--- src/rtl/fetch_sequencer_if.sv ---
// Control bundle between the fetch sequencer and the IF/ID/EX datapath.
// The master side is the sequencer; the slave side is the pipeline.
interface fetch_sequencer_if #(
    parameter int PC_W = 16
);
    // Hazard / redirect / debug inputs seen by the sequencer
    logic [4:0]      id_rs1;
    logic [4:0]      id_rs2;
    logic            id_uses_rs1;
    logic            id_uses_rs2;
    logic            ex_mem_read;
    logic [4:0]      ex_rd;
    logic            ex_branch_taken;
    logic [PC_W-1:0] ex_target;
    logic            halt_req;
    logic            resume;

    // Controls driven back into the pipeline
    logic            pc_src;
    logic [PC_W-1:0] dest_pc;
    logic            pc_write_zero;
    logic            ifid_write_en;
    logic            ifid_flush;
    logic            idex_bubble;
    logic            halted;
    logic [15:0]     stall_count;

    modport master (
        input  id_rs1, id_rs2, id_uses_rs1, id_uses_rs2,
        input  ex_mem_read, ex_rd, ex_branch_taken, ex_target,
        input  halt_req, resume,
        output pc_src, dest_pc, pc_write_zero, ifid_write_en,
        output ifid_flush, idex_bubble, halted, stall_count
    );

    modport slave (
        output id_rs1, id_rs2, id_uses_rs1, id_uses_rs2,
        output ex_mem_read, ex_rd, ex_branch_taken, ex_target,
        output halt_req, resume,
        input  pc_src, dest_pc, pc_write_zero, ifid_write_en,
        input  ifid_flush, idex_bubble, halted, stall_count
    );
endinterface

--- src/rtl/fetch_sequencer.sv ---
// Fetch sequencer: boot hold, load-use stall, branch redirect with flush,
// and a debug halt that drains the pipeline before reporting halted.
// Control outputs are combinational from the registered state and inputs.
module fetch_sequencer #(
    parameter int PC_W         = 16,
    parameter int BOOT_CYCLES  = 2,
    parameter int DRAIN_CYCLES = 3
) (
    input  logic               clk,
    input  logic               reset,
    fetch_sequencer_if.master  bus
);

    localparam int BOOT_W  = $clog2(BOOT_CYCLES + 1);
    localparam int DRAIN_W = $clog2(DRAIN_CYCLES + 1);
    localparam logic [BOOT_W-1:0]  BOOT_LAST  = BOOT_W'(BOOT_CYCLES - 1);
    localparam logic [DRAIN_W-1:0] DRAIN_LAST = DRAIN_W'(DRAIN_CYCLES - 1);

    typedef enum logic [1:0] {
        ST_BOOT  = 2'd0,
        ST_RUN   = 2'd1,
        ST_DRAIN = 2'd2,
        ST_HALT  = 2'd3
    } state_t;

    state_t               state_reg, state_next;
    logic [BOOT_W-1:0]    boot_cnt_reg, boot_cnt_next;
    logic [DRAIN_W-1:0]   drain_cnt_reg, drain_cnt_next;
    logic [15:0]          stall_count_reg, stall_count_next;

    // Load-use detection: one comparator per ID source operand
    logic [4:0] id_src [2];
    logic [1:0] id_uses;
    logic [1:0] src_hit;
    logic       load_use;

    assign id_src[0] = bus.id_rs1;
    assign id_src[1] = bus.id_rs2;
    assign id_uses   = {bus.id_uses_rs2, bus.id_uses_rs1};

    genvar gi;
    generate
        for (gi = 0; gi < 2; gi++) begin : g_src
            assign src_hit[gi] = id_uses[gi] && (id_src[gi] == bus.ex_rd);
        end
    endgenerate

    // x0 is never a real destination, so a load to x0 cannot create a hazard
    assign load_use = bus.ex_mem_read && (bus.ex_rd != 5'd0) && (|src_hit);

    assign bus.stall_count = stall_count_reg;

    // State and counter registers, cleared asynchronously
    always_ff @(posedge clk or negedge reset) begin
        if (!reset) begin
            state_reg       <= ST_BOOT;
            boot_cnt_reg    <= '0;
            drain_cnt_reg   <= '0;
            stall_count_reg <= '0;
        end else begin
            state_reg       <= state_next;
            boot_cnt_reg    <= boot_cnt_next;
            drain_cnt_reg   <= drain_cnt_next;
            stall_count_reg <= stall_count_next;
        end
    end

    // Next-state and counter update; redirect outranks stall outranks halt
    always_comb begin
        state_next       = state_reg;
        boot_cnt_next    = boot_cnt_reg;
        drain_cnt_next   = drain_cnt_reg;
        stall_count_next = stall_count_reg;
        case (state_reg)
            ST_BOOT: begin
                if (boot_cnt_reg == BOOT_LAST) begin
                    state_next = ST_RUN;
                end else begin
                    boot_cnt_next = boot_cnt_reg + BOOT_W'(1);
                end
            end
            ST_RUN: begin
                if (bus.ex_branch_taken) begin
                    state_next = ST_RUN;
                end else if (load_use) begin
                    if (stall_count_reg != 16'hFFFF) begin
                        stall_count_next = stall_count_reg + 16'd1;
                    end
                end else if (bus.halt_req) begin
                    drain_cnt_next = '0;
                    state_next     = ST_DRAIN;
                end
            end
            ST_DRAIN: begin
                // A redirect here only steers the PC; the drain keeps counting
                if (drain_cnt_reg == DRAIN_LAST) begin
                    state_next = ST_HALT;
                end else begin
                    drain_cnt_next = drain_cnt_reg + DRAIN_W'(1);
                end
            end
            ST_HALT: begin
                if (bus.resume) begin
                    state_next = ST_RUN;
                end
            end
            default: begin
                state_next = ST_BOOT;
            end
        endcase
    end

    // Pipeline control outputs; default is the frozen/flushed boot pattern
    always_comb begin
        bus.pc_src        = 1'b0;
        bus.dest_pc       = {PC_W{1'b0}};
        bus.pc_write_zero = 1'b1;
        bus.ifid_write_en = 1'b0;
        bus.ifid_flush    = 1'b1;
        bus.idex_bubble   = 1'b1;
        bus.halted        = 1'b0;
        case (state_reg)
            ST_RUN: begin
                if (bus.ex_branch_taken) begin
                    bus.pc_src        = 1'b1;
                    bus.dest_pc       = bus.ex_target;
                    bus.pc_write_zero = 1'b0;
                end else if (load_use) begin
                    bus.ifid_flush    = 1'b0;
                end else if (bus.halt_req) begin
                    bus.idex_bubble   = 1'b0;
                end else begin
                    bus.pc_write_zero = 1'b0;
                    bus.ifid_write_en = 1'b1;
                    bus.ifid_flush    = 1'b0;
                    bus.idex_bubble   = 1'b0;
                end
            end
            ST_DRAIN: begin
                // Let a late redirect land in the PC so resume starts there
                if (bus.ex_branch_taken) begin
                    bus.pc_src        = 1'b1;
                    bus.dest_pc       = bus.ex_target;
                    bus.pc_write_zero = 1'b0;
                end
            end
            ST_HALT: begin
                bus.halted = 1'b1;
            end
            default: begin
                bus.halted = 1'b0;
            end
        endcase
    end

endmodule

--- src/flat_wrapper.sv ---
// flat-port wrapper written by rule: the top's interface ports become plain ports
module fetch_sequencer_flat 
#(
    parameter int PC_W         = 16,
    parameter int BOOT_CYCLES  = 2,
    parameter int DRAIN_CYCLES = 3
)
  (clk, reset, bus_id_rs1, bus_id_rs2, bus_id_uses_rs1, bus_id_uses_rs2, bus_ex_mem_read, bus_ex_rd, bus_ex_branch_taken, bus_ex_target, bus_halt_req, bus_resume, bus_pc_src, bus_dest_pc, bus_pc_write_zero, bus_ifid_write_en, bus_ifid_flush, bus_idex_bubble, bus_halted, bus_stall_count);
  fetch_sequencer_if #(.PC_W(PC_W)) bus_i ();
  input  logic clk;
  input  logic reset;
  input wire logic [$bits(bus_i.id_rs1)-1:0] bus_id_rs1;
  input wire logic [$bits(bus_i.id_rs2)-1:0] bus_id_rs2;
  input wire logic [$bits(bus_i.id_uses_rs1)-1:0] bus_id_uses_rs1;
  input wire logic [$bits(bus_i.id_uses_rs2)-1:0] bus_id_uses_rs2;
  input wire logic [$bits(bus_i.ex_mem_read)-1:0] bus_ex_mem_read;
  input wire logic [$bits(bus_i.ex_rd)-1:0] bus_ex_rd;
  input wire logic [$bits(bus_i.ex_branch_taken)-1:0] bus_ex_branch_taken;
  input wire logic [$bits(bus_i.ex_target)-1:0] bus_ex_target;
  input wire logic [$bits(bus_i.halt_req)-1:0] bus_halt_req;
  input wire logic [$bits(bus_i.resume)-1:0] bus_resume;
  output wire logic [$bits(bus_i.pc_src)-1:0] bus_pc_src;
  output wire logic [$bits(bus_i.dest_pc)-1:0] bus_dest_pc;
  output wire logic [$bits(bus_i.pc_write_zero)-1:0] bus_pc_write_zero;
  output wire logic [$bits(bus_i.ifid_write_en)-1:0] bus_ifid_write_en;
  output wire logic [$bits(bus_i.ifid_flush)-1:0] bus_ifid_flush;
  output wire logic [$bits(bus_i.idex_bubble)-1:0] bus_idex_bubble;
  output wire logic [$bits(bus_i.halted)-1:0] bus_halted;
  output wire logic [$bits(bus_i.stall_count)-1:0] bus_stall_count;
  assign bus_i.id_rs1 = bus_id_rs1;
  assign bus_i.id_rs2 = bus_id_rs2;
  assign bus_i.id_uses_rs1 = bus_id_uses_rs1;
  assign bus_i.id_uses_rs2 = bus_id_uses_rs2;
  assign bus_i.ex_mem_read = bus_ex_mem_read;
  assign bus_i.ex_rd = bus_ex_rd;
  assign bus_i.ex_branch_taken = bus_ex_branch_taken;
  assign bus_i.ex_target = bus_ex_target;
  assign bus_i.halt_req = bus_halt_req;
  assign bus_i.resume = bus_resume;
  assign bus_pc_src = bus_i.pc_src;
  assign bus_dest_pc = bus_i.dest_pc;
  assign bus_pc_write_zero = bus_i.pc_write_zero;
  assign bus_ifid_write_en = bus_i.ifid_write_en;
  assign bus_ifid_flush = bus_i.ifid_flush;
  assign bus_idex_bubble = bus_i.idex_bubble;
  assign bus_halted = bus_i.halted;
  assign bus_stall_count = bus_i.stall_count;
  fetch_sequencer #(.PC_W(PC_W), .BOOT_CYCLES(BOOT_CYCLES), .DRAIN_CYCLES(DRAIN_CYCLES)) u_core (.clk(clk), .reset(reset), .bus(bus_i));
endmodule
--- config.mk ---
export PLATFORM = sky130hd
export DESIGN_NAME = fetch_sequencer_flat
export DESIGN_NICKNAME = d
export VERILOG_FILES = /design/src/rtl/fetch_sequencer_if.sv /design/src/rtl/fetch_sequencer.sv /design/src/flat_wrapper.sv
export SDC_FILE = /design/constraint.sdc
export NUM_CORES = 1
export LEC_CHECK = 0
export BUFFER_PORTS_ARGS = -buffer_cell sky130_fd_sc_hd__buf_2
export CELL_PAD_IN_SITES_DETAIL_PLACEMENT = 0
export CELL_PAD_IN_SITES_GLOBAL_PLACEMENT = 1
export CORE_ASPECT_RATIO = 1.5
export CORE_MARGIN = 10
export CORE_UTILIZATION = 35
export CTS_CLUSTER_SIZE = 25
export DETAILED_ROUTE_END_ITERATION = 8
export GPL_ROUTABILITY_DRIVEN = 0
export PLACE_DENSITY_LB_ADDON = 0.1
export SYNTH_ARGS = -nofsm -noshare
export SYNTH_HDL_FRONTEND = slang
export SYNTH_SLANG_ARGS = --single-unit
--- constraint.sdc ---
create_clock -name clk -period 4.6 [get_ports clk]
set_clock_uncertainty 0.15 [all_clocks]
set_input_delay 0.23 -clock clk [delete_from_list [all_inputs] [get_ports clk]]
set_output_delay 0.23 -clock clk [all_outputs]
set_load 0.05 [all_outputs]
Word level (Yosys, flattened, before mapping)

Cells that the tools add are included.

Flip-flop bits (word level): 22
Input bits: 39

Add/subtract/negate cells: 3
Eq/ne operators: 17
Multiplexer cells: 32
Bitwise operators: 2
Reduce and logical (&&, ||, !) cells: 13

Operator list:

| kind                                                  | count |
|---|---|
| 2-to-1 mux 16 bit                                     | 2 |
| 2-to-1 mux 2 bit                                      | 10 |
| 2-to-1 mux 1 bit                                      | 17 |
| adder 16 x 1 -> 16 bit, second input constant         | 1 |
| inequality test 16 bit, second input constant         | 1 |
| equality test 5 bit                                   | 2 |
| inequality test 2 bit, second input constant          | 5 |
| AND reduction 5 bit                                   | 2 |
| one-hot mux 2 bit (4 select lines)                    | 1 |
| equality test 2 bit, second input constant            | 3 |
| inequality test 3 bit, second input constant          | 2 |
| nonzero test 5 bit                                    | 1 |
| adder 2 x 1 -> 2 bit, second input constant           | 2 |
| equality test 2 x 1 -> 1 bit, second input constant   | 2 |
| logical AND 1 bit                                     | 4 |
| inequality test 2 x 1 -> 1 bit, second input constant | 2 |
| one-hot mux 2 bit (2 select lines)                    | 1 |
| AND reduction 4 bit                                   | 1 |
| OR reduction 2 bit                                    | 2 |
| logical NOT 2 bit                                     | 1 |
| inverter 1 bit                                        | 2 |
| one-hot mux 1 bit (2 select lines)                    | 1 |
| AND reduction 2 bit                                   | 1 |
| nonzero test 2 bit                                    | 1 |

Depth between registers and ports, before layout

Gate-level depths: netlist of run 1.

Depth in word-level cells: 7
Depth in mapped cells: 8
Gate-level depth less buffers: 8

Worst setup path after synthesis of run 1

Ideal clock, no wire load.

Path kind: input port to output port
Start: input bus_ex_rd[1]
End: output bus_ifid_write_en
Arrival: 2,586 ps
Data required time: 4,220 ps
Slack: 1,634 ps
Stages on the path: 4
Buffers on the path: 0
Cell sequence: or4_2 o21ai_0 or2_2 nor3b_1

Longest elaborated chain between the ends: 7
Elaborated cells on any way between the ends: 11
Classes of those cells: eq/ne: 2; mux: 3; reduce/logical: 6

RTL lines:

| item                | line                   | text |
|---|---|---|
| start, declared     | flat_wrapper.sv:17     | `input wire logic [$bits(bus_i.ex_rd)-1:0] bus_ex_rd;` |
| equality test 5 bit | fetch_sequencer.sv:44  | `assign src_hit[gi] = id_uses[gi] && (id_src[gi] == bus.ex_rd);` |
| logical AND 1 bit   | fetch_sequencer.sv:44  |  |
| OR reduction 2 bit  | fetch_sequencer.sv:49  | `assign load_use = bus.ex_mem_read && (bus.ex_rd != 5'd0) && (\|src_hit);` |
| logical AND 1 bit * | fetch_sequencer.sv:49  |  |
| 2-to-1 mux 1 bit *  | fetch_sequencer.sv:128 | `end else if (load_use) begin` |
| 2-to-1 mux 1 bit *  | fetch_sequencer.sv:124 | `if (bus.ex_branch_taken) begin` |
| 2-to-1 mux 1 bit *  | fetch_sequencer.sv:122 | `case (state_reg)` |
| end, declared       | flat_wrapper.sv:25     | `output wire logic [$bits(bus_i.ifid_write_en)-1:0] bus_ifid_write_en;` |

Every way passes the cells marked *; elsewhere a longest branch is shown, timed or not.

Worst setup path in the final report of run 1

Same ends and word-level chain as after synthesis.

==> results.py, run 1 <==
metrics = {
    "clock_tree": {
        "cts_sinks": 22,
        "clockBufferDepth": 2,
        "path_clk_slew_ns": 0.08,
        "cts_setup_buffers": 0,
        "cts_buffers": 3,
        "htree_levels": 1,
        "cts_tree": "yes",
        "cts_root_buf": "clkbuf_8",
        "clock_latency_ns": 0.26,
    },
    "timing": {
        "period_share_pct": 56.8,
        "post-route-min-period_ns": 2.61,
        "tightest_slew_ns": 0.517,
        "setup_ws_ns": 1.99,
        "final_max_slew_viol_count": 0,
        "hold_ws_ns": 0.213,
        "relSlewSlack_pct": 65.1,
        "fmax_ghz": 0.383,
        "hold_viol_final": 0,
        "rsz0062_at_grt": "no",
        "finalSetupTns_ns": 0,
        "finalSetupViolations": 0,
    },
    "logic_synthesis": {
        "synth_area_mm2": 0.00152,
        "ys_seq_elements": 22,
        "yosysWarnings": 0,
        "netlist_instances": 161,
        "syn_avg_cell_area_um2": 9.41,
        "synth.distinct_cells": 38,
        "synth_nets": 207,
        "yosysSeqAreaShare_pct": 36.3,
    },
    "route": {
        "drtIter0Drc": 56,
        "drc": 0,
        "antenna_left": 0,
        "totalWireLength_um": 4250,
        "wire_per_inst_um": 15.1,
        "via_per_inst": 5.09,
        "dr_total_vias": 1436,
        "first_pass_iters": 4,
    },
    "setup_path": {
        "worstPathCellList": "buf_2 > or4_2 > o21ai_0 > or2_2 > nor3b_1 > buf_2",
        "path_buf_inv": 2,
        "critPathArrivalTime_ns": 2.23,
        "crit_type": "in -> out",
        "path_common_cell": "buf_2",
        "r2r-start": "u_core.state_reg[1]",
        "max_stage_delay_ns": 0.66,
        "endpoint": "bus_ifid_write_en",
        "worst_path_max_delay_cell": "or4_2",
        "setup.worst_path.end_class": "output port",
        "cp_max_fo": 6,
        "crit_path_start_kind": "primary input",
        "reg2regPathDepth": 7,
        "crit_family": "simple AND/OR/NAND/NOR gates",
        "cp.depth": 6,
        "r2r_slack_ns": 2.09,
        "r2r_end": "u_core.bus.stall_count[12]",
        "cp_data_required_time_ns": 4.22,
        "critPathLaunch": "bus_ex_rd[1]",
    },
    "placed_design": {
        "dp_hpwl_um": 3640,
        "port_buffers": 76,
        "place_inst": 277,
        "pre_cts_ws_ns": 1.99,
        "dpl-instance-area_mm2": 0.00189,
    },
    "global_routing": {
        "gr-total-overflow": 0,
        "grtUsageTotal_pct": 11.2,
        "antenna_found_initial": 0,
        "grt_pass1_vias": 1472,
        "grt_pass1_wl_um": 6940,
        "grt_max_degree": 23,
    },
    "final_layout": {
        "largest_reg_flops": 16,
        "antenna_cells": 0,
        "fillCellCount": 412,
        "drive_gt1_share_pct": 36.0,
        "fin_cells": 282,
        "area_growth_pct": 30.4,
        "fin_util_pct": 46.9,
        "postLayoutCellArea_mm2": 0.00198,
        "fin_nets": 283,
    },
    "die": {
        "die_width_um": 73.7,
        "fp.dieH_um": 101,
        "core_area_mm2": 0.00421,
        "initial_core_util_pct": 36.0,
        "die-area_mm2": 0.00742,
        "io_pins": 77,
        "rows": 29,
    },
    "power_and_ir_drop": {
        "p_total_mw": 0.985,
        "peakVddDrop_v": 0.000377,
        "p_per_area_mw_per_mm2": 499,
        "p_leak_nw": 1.10,
    },
    "hold_path": {
        "hp-class": "in -> reg",
    },
    "run": {
        "cap_viol_max_count": 0,
    },
    "outcome": {
        "status": "complete, no violations",
    },
}
-- metal layers --
| metal | wire (µm) | part of all wire, % | track usage [%] | up-vias |
|---|---|---|---|---|
| met5 | 0 | 0 | 0 | - |
| met2 | 2180 | 51 | 20.3 | 55 |
| met1 | 1540 | 36 | 11.4 | 663 |
| li1 | - | - | - | 716 |
| met3 | 497 | 12 | 4.44 | 2 |
| met4 | 27 | 0.64 | 3.02 | 0 |
-- worst min path at each step --
| stage | start | to | cells after the start |
|---|---|---|---|
| global route | bus_halt_req | u_core.state_reg[1] | 3 |
| floorplan | reset | u_core.boot_cnt_reg[0] | 0 |
| detailed placement | reset | u_core.bus.stall_count[10] | 1 |
| global placement | reset | u_core.bus.stall_count[8] | 1 |
| CTS | bus_halt_req | u_core.state_reg[1] | 3 |
| finish | bus_halt_req | u_core.state_reg[1] | 3 |
-- timing repair --
action | 4_1_cts | 5_1_grt
hold buffers | 1 | 0
gates resized for setup | 0 | 0
hold endpoints to repair | 22 | 0
-- cell type report --
type / count / area, µm² / area share [%]
multi-input combinational: 124 / 872 / 44.1
sequential: 22 / 551 / 27.9
timing repair buffer: 77 / 390 / 19.8
tap: 46 / 57.6 / 2.91
clock buffer: 3 / 41.3 / 2.09
inverter: 9 / 33.8 / 1.71
clock inverter: 1 / 30.0 / 1.52
-- cell usage after synthesis --
cell type / n / area share, %
o21bai_1: 2 / 0.99
clkbuf_1: 4 / 0.99
nor4b_1: 1 / 0.58
nand2b_1: 5 / 2.1
nor2_1: 4 / 0.99
or4_1: 2 / 0.99
o21ai_0: 4 / 1.3
and4_1: 1 / 0.58
a21boi_0: 1 / 0.50
and2_1: 2 / 0.83
nand2_1: 13 / 3.2
inv_1: 9 / 2.2
nand3_1: 5 / 1.7
and3_1: 17 / 7.0
nor4_2: 1 / 0.83
bufbuf_16: 1 / 2.1
and2_0: 1 / 0.41
mux2i_1: 1 / 0.66
or2_2: 1 / 0.41
a32oi_1: 1 / 0.58
xnor2_1: 10 / 5.8
nor3_1: 8 / 2.6
buf_6: 1 / 0.74
xor2_1: 16 / 9.2
a211oi_1: 1 / 0.50
nor4_1: 2 / 0.83
or4_2: 1 / 0.58
a41oi_1: 1 / 0.58
nand4_1: 6 / 2.5
o21a_1: 1 / 0.50
nor3b_1: 1 / 0.50
o32ai_1: 1 / 0.58
dfrtp_1: 22 / 36
a21oi_1: 3 / 0.99
nor4_4: 1 / 1.4
mux2_2: 1 / 0.74
o22ai_1: 2 / 0.83
ha_1: 7 / 5.8
-- kinds of logic (layout without fill, tap and decap cells) --
family | after synthesis | count (layout) | share of synthesized area (%)
buf+inv | 15 | 90 | 6.11
simple gates | 72 | 72 | 28.0
compound gates | 17 | 17 | 7.35
xor+xnor | 26 | 26 | 15.0
fa+ha+maj | 7 | 7 | 5.78
mux | 2 | 2 | 1.40
flops | 22 | 22 | 36.3
-- power breakdown --
group / internal (mW) / switching, mW / leakage, nW
Clock: 0.116 / 0.0635 / 0.0357
Sequential: 0.220 / 0.0232 / 0.294
Combinational: 0.160 / 0.403 / 0.768
Total: 0.496 / 0.490 / 1.10
-- worst reg2reg max path, cell delays in order, from the launching register on --
cell	delay, ns
dfrtp_1	0.41
inv_1	0.12
ha_1	0.27
nand2b_1	0.21
or4_1	0.53
nor2_1	0.39
nand4_1	0.17
xnor2_1	0.14
-- cells in the final DEF (no fill, tap or decap), types with 2 or more instances in the layout --
cell type,n
a21oi_1,3
and2_1,2
and3_1,17
buf_2,76
clkbuf_8,3
dfrtp_1,22
ha_1,7
inv_1,9
nand2_1,13
nand2b_1,5
nand3_1,5
nand4_1,6
nor2_1,4
nor3_1,8
nor4_1,2
o21ai_0,4
o21bai_1,2
o22ai_1,2
or4_1,2
xnor2_1,10
xor2_1,16
Note: power is estimated with default switching activity, not from simulation.
==> inputs of run 2 (changes only) <==
Settings changed: CORE_UTILIZATION 35 to 29.
Clock period 4.6 ns to 2.16 ns, I/O delays scaled along.
==> results.py, run 2 (same netlist as run 1, synthesis figures left out) <==
metrics = {
    "setup_path": {
        "max_stage_delay_ns": 0.65,
        "r2r_end": "u_core.bus.stall_count[15]",
        "cp_max_fo": 6,
        "critPathArrivalTime_ns": 1.81,
        "worst_path_max_delay_cell": "or4_2",
        "crit_family": "simple AND/OR/NAND/NOR gates",
        "setup.worst_path.end_class": "output port",
        "path_common_cell": "buf_2",
        "reg2regPathDepth": 7,
        "path_buf_inv": 3,
        "r2r_slack_ns": 0.14,
        "crit_type": "in -> out",
        "r2r-start": "u_core.state_reg[1]",
        "worstPathCellList": "buf_2 > or4_2 > o21ai_0 > buf_4 > or2_2 > nor3b_2 > buf_2",
        "cp_data_required_time_ns": 1.90,
        "crit_path_start_kind": "primary input",
    },
    "run": {
        "cap_viol_max_count": 0,
    },
    "final_layout": {
        "antenna_cells": 0,
        "fin_nets": 303,
        "final_cell_mix": "buf_2 (74), buf_4 (20), dfrtp_1 (20)",
        "drive_gt1_share_pct": 44.1,
        "area_growth_pct": 44.8,
        "largest_reg_flops": 16,
        "postLayoutCellArea_mm2": 0.00219,
        "final_common_cell": "buf_2",
        "fillCellCount": 548,
        "fin_util_pct": 42.8,
    },
    "timing": {
        "final_max_slew_viol_count": 0,
        "finalSetupViolations": 0,
        "setup_ws_ns": 0.0912,
        "relSlewSlack_pct": 66.5,
        "period_share_pct": 95.8,
        "fmax_ghz": 0.483,
        "tightest_slew_ns": 0.503,
        "rsz0062_at_grt": "no",
        "hold_ws_ns": 0.104,
        "hold_viol_final": 0,
        "post-route-min-period_ns": 2.07,
    },
    "route": {
        "drtIter0Drc": 57,
        "totalWireLength_um": 4620,
        "drc": 0,
        "via_per_inst": 4.56,
        "wire_per_inst_um": 14.3,
        "antenna_left": 0,
        "dr_total_vias": 1478,
        "first_pass_iters": 3,
    },
    "die": {
        "fp.dieH_um": 109,
        "die-area_mm2": 0.00858,
        "core_area_mm2": 0.00512,
        "die_width_um": 79.0,
        "initial_core_util_pct": 29.6,
        "rows": 32,
        "io_pins": 77,
    },
    "power_and_ir_drop": {
        "peakVddDrop_v": 0.000596,
        "comb_power_share_pct": 61.1,
        "power.switching_mw": 1.09,
        "p_leak_nw": 1.20,
        "power.internal_mw": 1.20,
        "seq_power_share_pct": 22.0,
        "clkPwrFrac_pct": 16.8,
        "p_sw_share_pct": 47.6,
        "p_per_area_mw_per_mm2": 1040,
    },
    "clock_tree": {
        "cts_root_buf": "clkbuf_8",
        "path_clk_slew_ns": 0.08,
        "htree_levels": 1,
        "clock_latency_ns": 0.26,
        "cts_buffers": 3,
        "clockBufferDepth": 2,
        "cts_sinks": 22,
        "cts_tree": "yes",
    },
    "global_routing": {
        "grtUsageTotal_pct": 10.1,
        "gr-total-overflow": 0,
        "grt_pass1_wl_um": 7080,
        "grt_max_degree": 23,
        "grt_pass1_vias": 1474,
        "antenna_found_initial": 0,
    },
    "hold_path": {
        "hp-class": "in -> reg",
        "whs_endpoint": "u_core.state_reg[1]",
        "worstHoldStart": "bus_halt_req",
        "worstHoldPathCells": 3,
    },
    "placed_design": {
        "dp_hpwl_um": 3860,
        "dpl-instance-area_mm2": 0.00208,
        "pre_cts_ws_ns": -0.123,
        "port_buffers": 76,
    },
    "outcome": {
        "status": "complete, no violations",
    },
}
==> run 2: cell count changes in the layout (fill, tap and decap cells not counted), moves of 2 or more <==
| cell | before | now |
|---|---|---|
| clkbuf_4 | 0 | 2 |
| buf_2 | 76 | 74 |
| buf_4 | 0 | 20 |
| dfrtp_2 | 0 | 2 |
| dfrtp_1 | 22 | 20 |
==> run 2: final cells by class <==
cell class / count / area [µm²] / share of cell area (%)
Inverter: 9 / 33.8 / 1.54
Clock buffer: 3 / 41.3 / 1.88
Sequential cell: 22 / 553 / 25.2
Multi-Input combinational cell: 124 / 906 / 41.3
Clock inverter: 1 / 30.0 / 1.37
Timing Repair Buffer: 97 / 546 / 24.9
Tap cell: 68 / 85.1 / 3.88
==> run 2: how the worst max path moves through the flow <==
stage | start | to | slack (ns) | depth (start not counted)
final | bus_ex_rd[1] | bus_ifid_write_en | 0.09 | 7
after global placement | bus_ex_rd[3] | u_core.bus.stall_count[5] | -0.04 | 8
after floorplan | bus_ex_rd[1] | bus_ifid_write_en | -0.07 | 4
after detailed placement | bus_ex_rd[3] | u_core.bus.stall_count[13] | -0.12 | 8
after CTS | u_core.state_reg[1] | u_core.bus.stall_count[13] | 0.02 | 7
after global routing | u_core.state_reg[1] | u_core.bus.stall_count[15] | 0.001 | 7
==> run 2: what timing repair did <==
| item | 4_1_cts | 5_1_grt |
|---|---|---|
| endpoints found under the setup margin | 0 | 12 |
| hold endpoints to repair | 22 | 0 |
| gates resized for setup | 0 | 4 |
| hold buffers | 1 | 0 |
| buffers inserted | 0 | 2 |
==> run 2: power groups by stage <==
stage,Combinational [mW],Clock [mW],Sequential (mW)
global route,1.52,0.415,0.514
global placement,1.41,0,0.517
detailed placement,1.40,0,0.519
CTS,1.41,0.397,0.509
floorplan,0.972,0,0.563
finish,1.40,0.385,0.505
==> run 2: stage by stage <==
step | TNS, ns | power (mW) | cells
3_5_place_dp | -0.675 | 1.92 | 317
3_3_place_gp | -0.211 | 1.92 | 317
4_1_cts | 0 | 2.31 | 322
2_1_floorplan | -0.202 | 1.53 | 161
5_1_grt | 0 | 2.45 | 324
6_report | 0 | 2.29 | 324
==> run 2: worst register-to-register path, delay by kind of cell (launching register included) <==
kind | cells | cell delay [ns]
and+or+nand+nor | 3 | 0.83
DFF | 1 | 0.39
buffers and inverters | 2 | 0.28
xor gates and xnor gates | 1 | 0.16
adders and majority gates | 1 | 0.13
==> run 2: metal layers <==
metal	vias up	global-route usage, %	wire length (µm)
li1	755	-	-
met5	-	0	0
met4	0	3.08	29
met2	50	18.4	2340
met3	2	3.41	386
met1	671	10.7	1860
==> inputs of run 3 (changes only) <==
Settings changed: CORE_UTILIZATION 29 to 30, CTS_BUF_LIST set to sky130_fd_sc_hd__clkbuf_4 sky130_fd_sc_hd__clkbuf_8, PLACE_DENSITY_LB_ADDON 0.1 to 0.05.
==> results.py, run 3 (same netlist as run 1, synthesis figures left out) <==
metrics = {
    "final_layout": {
        "antenna_cells": 0,
        "multi_input_area_um2": 910,
        "fin_cells": 318,
        "final_cell_mix": "buf_2 (75), dfrtp_1 (19), and3_1 (17)",
        "fin_nets": 299,
        "regArea_um2": 554,
        "largest_reg_flops": 16,
        "fillCellCount": 511,
        "final_common_cell": "buf_2",
        "area_growth_pct": 42.9,
        "drive_gt1_share_pct": 44.0,
    },
    "placed_design": {
        "place_inst": 312,
        "port_buffers": 76,
        "dp_hpwl_um": 4110,
    },
    "die": {
        "rows": 31,
        "initial_core_util_pct": 31.3,
        "die-area_mm2": 0.00835,
        "fp.dieH_um": 107,
        "die_width_um": 78.0,
        "io_pins": 77,
        "core_area_mm2": 0.00485,
    },
    "power_and_ir_drop": {
        "p_per_area_mw_per_mm2": 1050,
        "peakVddDrop_v": 0.000419,
        "p_total_mw": 2.27,
        "p_leak_nw": 1.18,
    },
    "timing": {
        "hold_ws_ns": 0.106,
        "finalSetupTns_ns": 0,
        "hold_viol_final": 0,
        "tightest_slew_ns": 0.525,
        "rsz0062_at_grt": "no",
        "fmax_ghz": 0.485,
        "relSlewSlack_pct": 65.0,
        "post-route-min-period_ns": 2.06,
        "final_max_slew_viol_count": 0,
        "finalSetupViolations": 0,
        "period_share_pct": 95.5,
    },
    "clock_tree": {
        "cts_buffers": 3,
        "path_clk_slew_ns": 0.09,
        "cts_root_buf": "clkbuf_8",
        "clockBufferDepth": 2,
        "cts_tree": "yes",
        "htree_levels": 1,
        "clock_latency_ns": 0.27,
        "cts_sinks": 22,
    },
    "setup_path": {
        "setup.worst_path.end_class": "output port",
        "path_common_cell": "buf_4",
        "cp_data_required_time_ns": 1.90,
        "worstPathCellList": "buf_2 > xor2_1 > nor4_2 > a32oi_1 > buf_4 > or2_2 > buf_4 > nand2b_1 > clkbuf_4",
        "worst_path_max_delay_cell": "nor4_2",
        "critPathArrivalTime_ns": 1.80,
        "crit_path_start_kind": "primary input",
        "max_stage_delay_ns": 0.29,
        "r2r-start": "u_core.state_reg[1]",
        "critPathLaunch": "bus_ex_rd[3]",
        "cp_max_fo": 5,
        "crit_type": "in -> out",
    },
    "route": {
        "wire_per_inst_um": 15.4,
        "via_per_inst": 4.62,
        "first_pass_iters": 4,
        "totalWireLength_um": 4910,
        "antenna_left": 0,
        "dr_total_vias": 1470,
        "drc": 0,
        "drtIter0Drc": 75,
    },
    "global_routing": {
        "grt_max_degree": 23,
        "grt_pass1_vias": 1612,
        "antenna_found_initial": 0,
        "grtUsageTotal_pct": 11.6,
        "grt_pass1_wl_um": 8020,
        "gr-total-overflow": 0,
    },
    "hold_path": {
        "worstHoldStart": "bus_halt_req",
        "hp-class": "in -> reg",
    },
    "outcome": {
        "status": "complete, no violations",
    },
    "run": {
        "cap_viol_max_count": 0,
    },
}
[run 3: report_power, final]
part           switching [mW]  internal [mW]
logic                   0.923          0.449
registers              0.0386          0.472
clock network           0.144          0.248
total                    1.11           1.17
[run 3: worst paths after layout]
check / slack [ns] / to / cells after the start
max in group asynchronous: 1.28 / u_core.bus.stall_count[0] / 2
max: 0.1 / bus_idex_bubble / 9
max reg2reg: 0.13 / u_core.bus.stall_count[1] / 6
min: 0.11 / u_core.state_reg[1] / 3
min reg2reg: 0.35 / u_core.boot_cnt_reg[1] / 2
min in group asynchronous: 0.18 / u_core.bus.stall_count[12] / 2
[run 3: timing repair]
item / in CTS / in global routing
buffers inserted: 0 / 2
gates resized for setup: 0 / 5
hold endpoints to repair: 22 / 0
endpoints found under the setup margin: 0 / 11
hold buffers: 1 / 0
[run 3: cell type report]
class / count / area share [%]
Sequential cell: 22 / 25.6
Multi-Input combinational cell: 124 / 42.0
Inverter: 9 / 1.56
Clock inverter: 1 / 1.39
Timing Repair Buffer: 93 / 23.7
Clock buffer: 3 / 1.91
Tap cell: 66 / 3.82
[run 3: worst max-delay path, delay by kind of cell]
| kind | cells | cell delay [ns] |
|---|---|---|
| and+or+nand+nor | 3 | 0.65 |
| AOI/OAI and AO/OA | 1 | 0.17 |
| xor gates and xnor gates | 1 | 0.17 |
| buffers and inverters | 4 | 0.69 |
[run 3: metrics by stage]
step | utilization, % | area (µm²) | setup slack, ns
6_report | 44.6 | 2160 | 0.0980
3_3_place_gp | 42.5 | 2060 | -0.0262
2_1_floorplan | - | 1540 | -0.0655
3_5_place_dp | 42.5 | 2060 | -0.123
4_1_cts | 44.2 | 2140 | 0.0244
5_1_grt | 44.6 | 2160 | 0.00631
[run 3: routing by layer]
layer | vias to the layer above | wire length (µm) | global-route usage (%)
li1 | 747 | - | -
met1 | 680 | 1750 | 11.6
met2 | 39 | 2780 | 22.8
met3 | 4 | 328 | 3.51
met4 | 0 | 44 | 2.31
met5 | - | 0 | 0
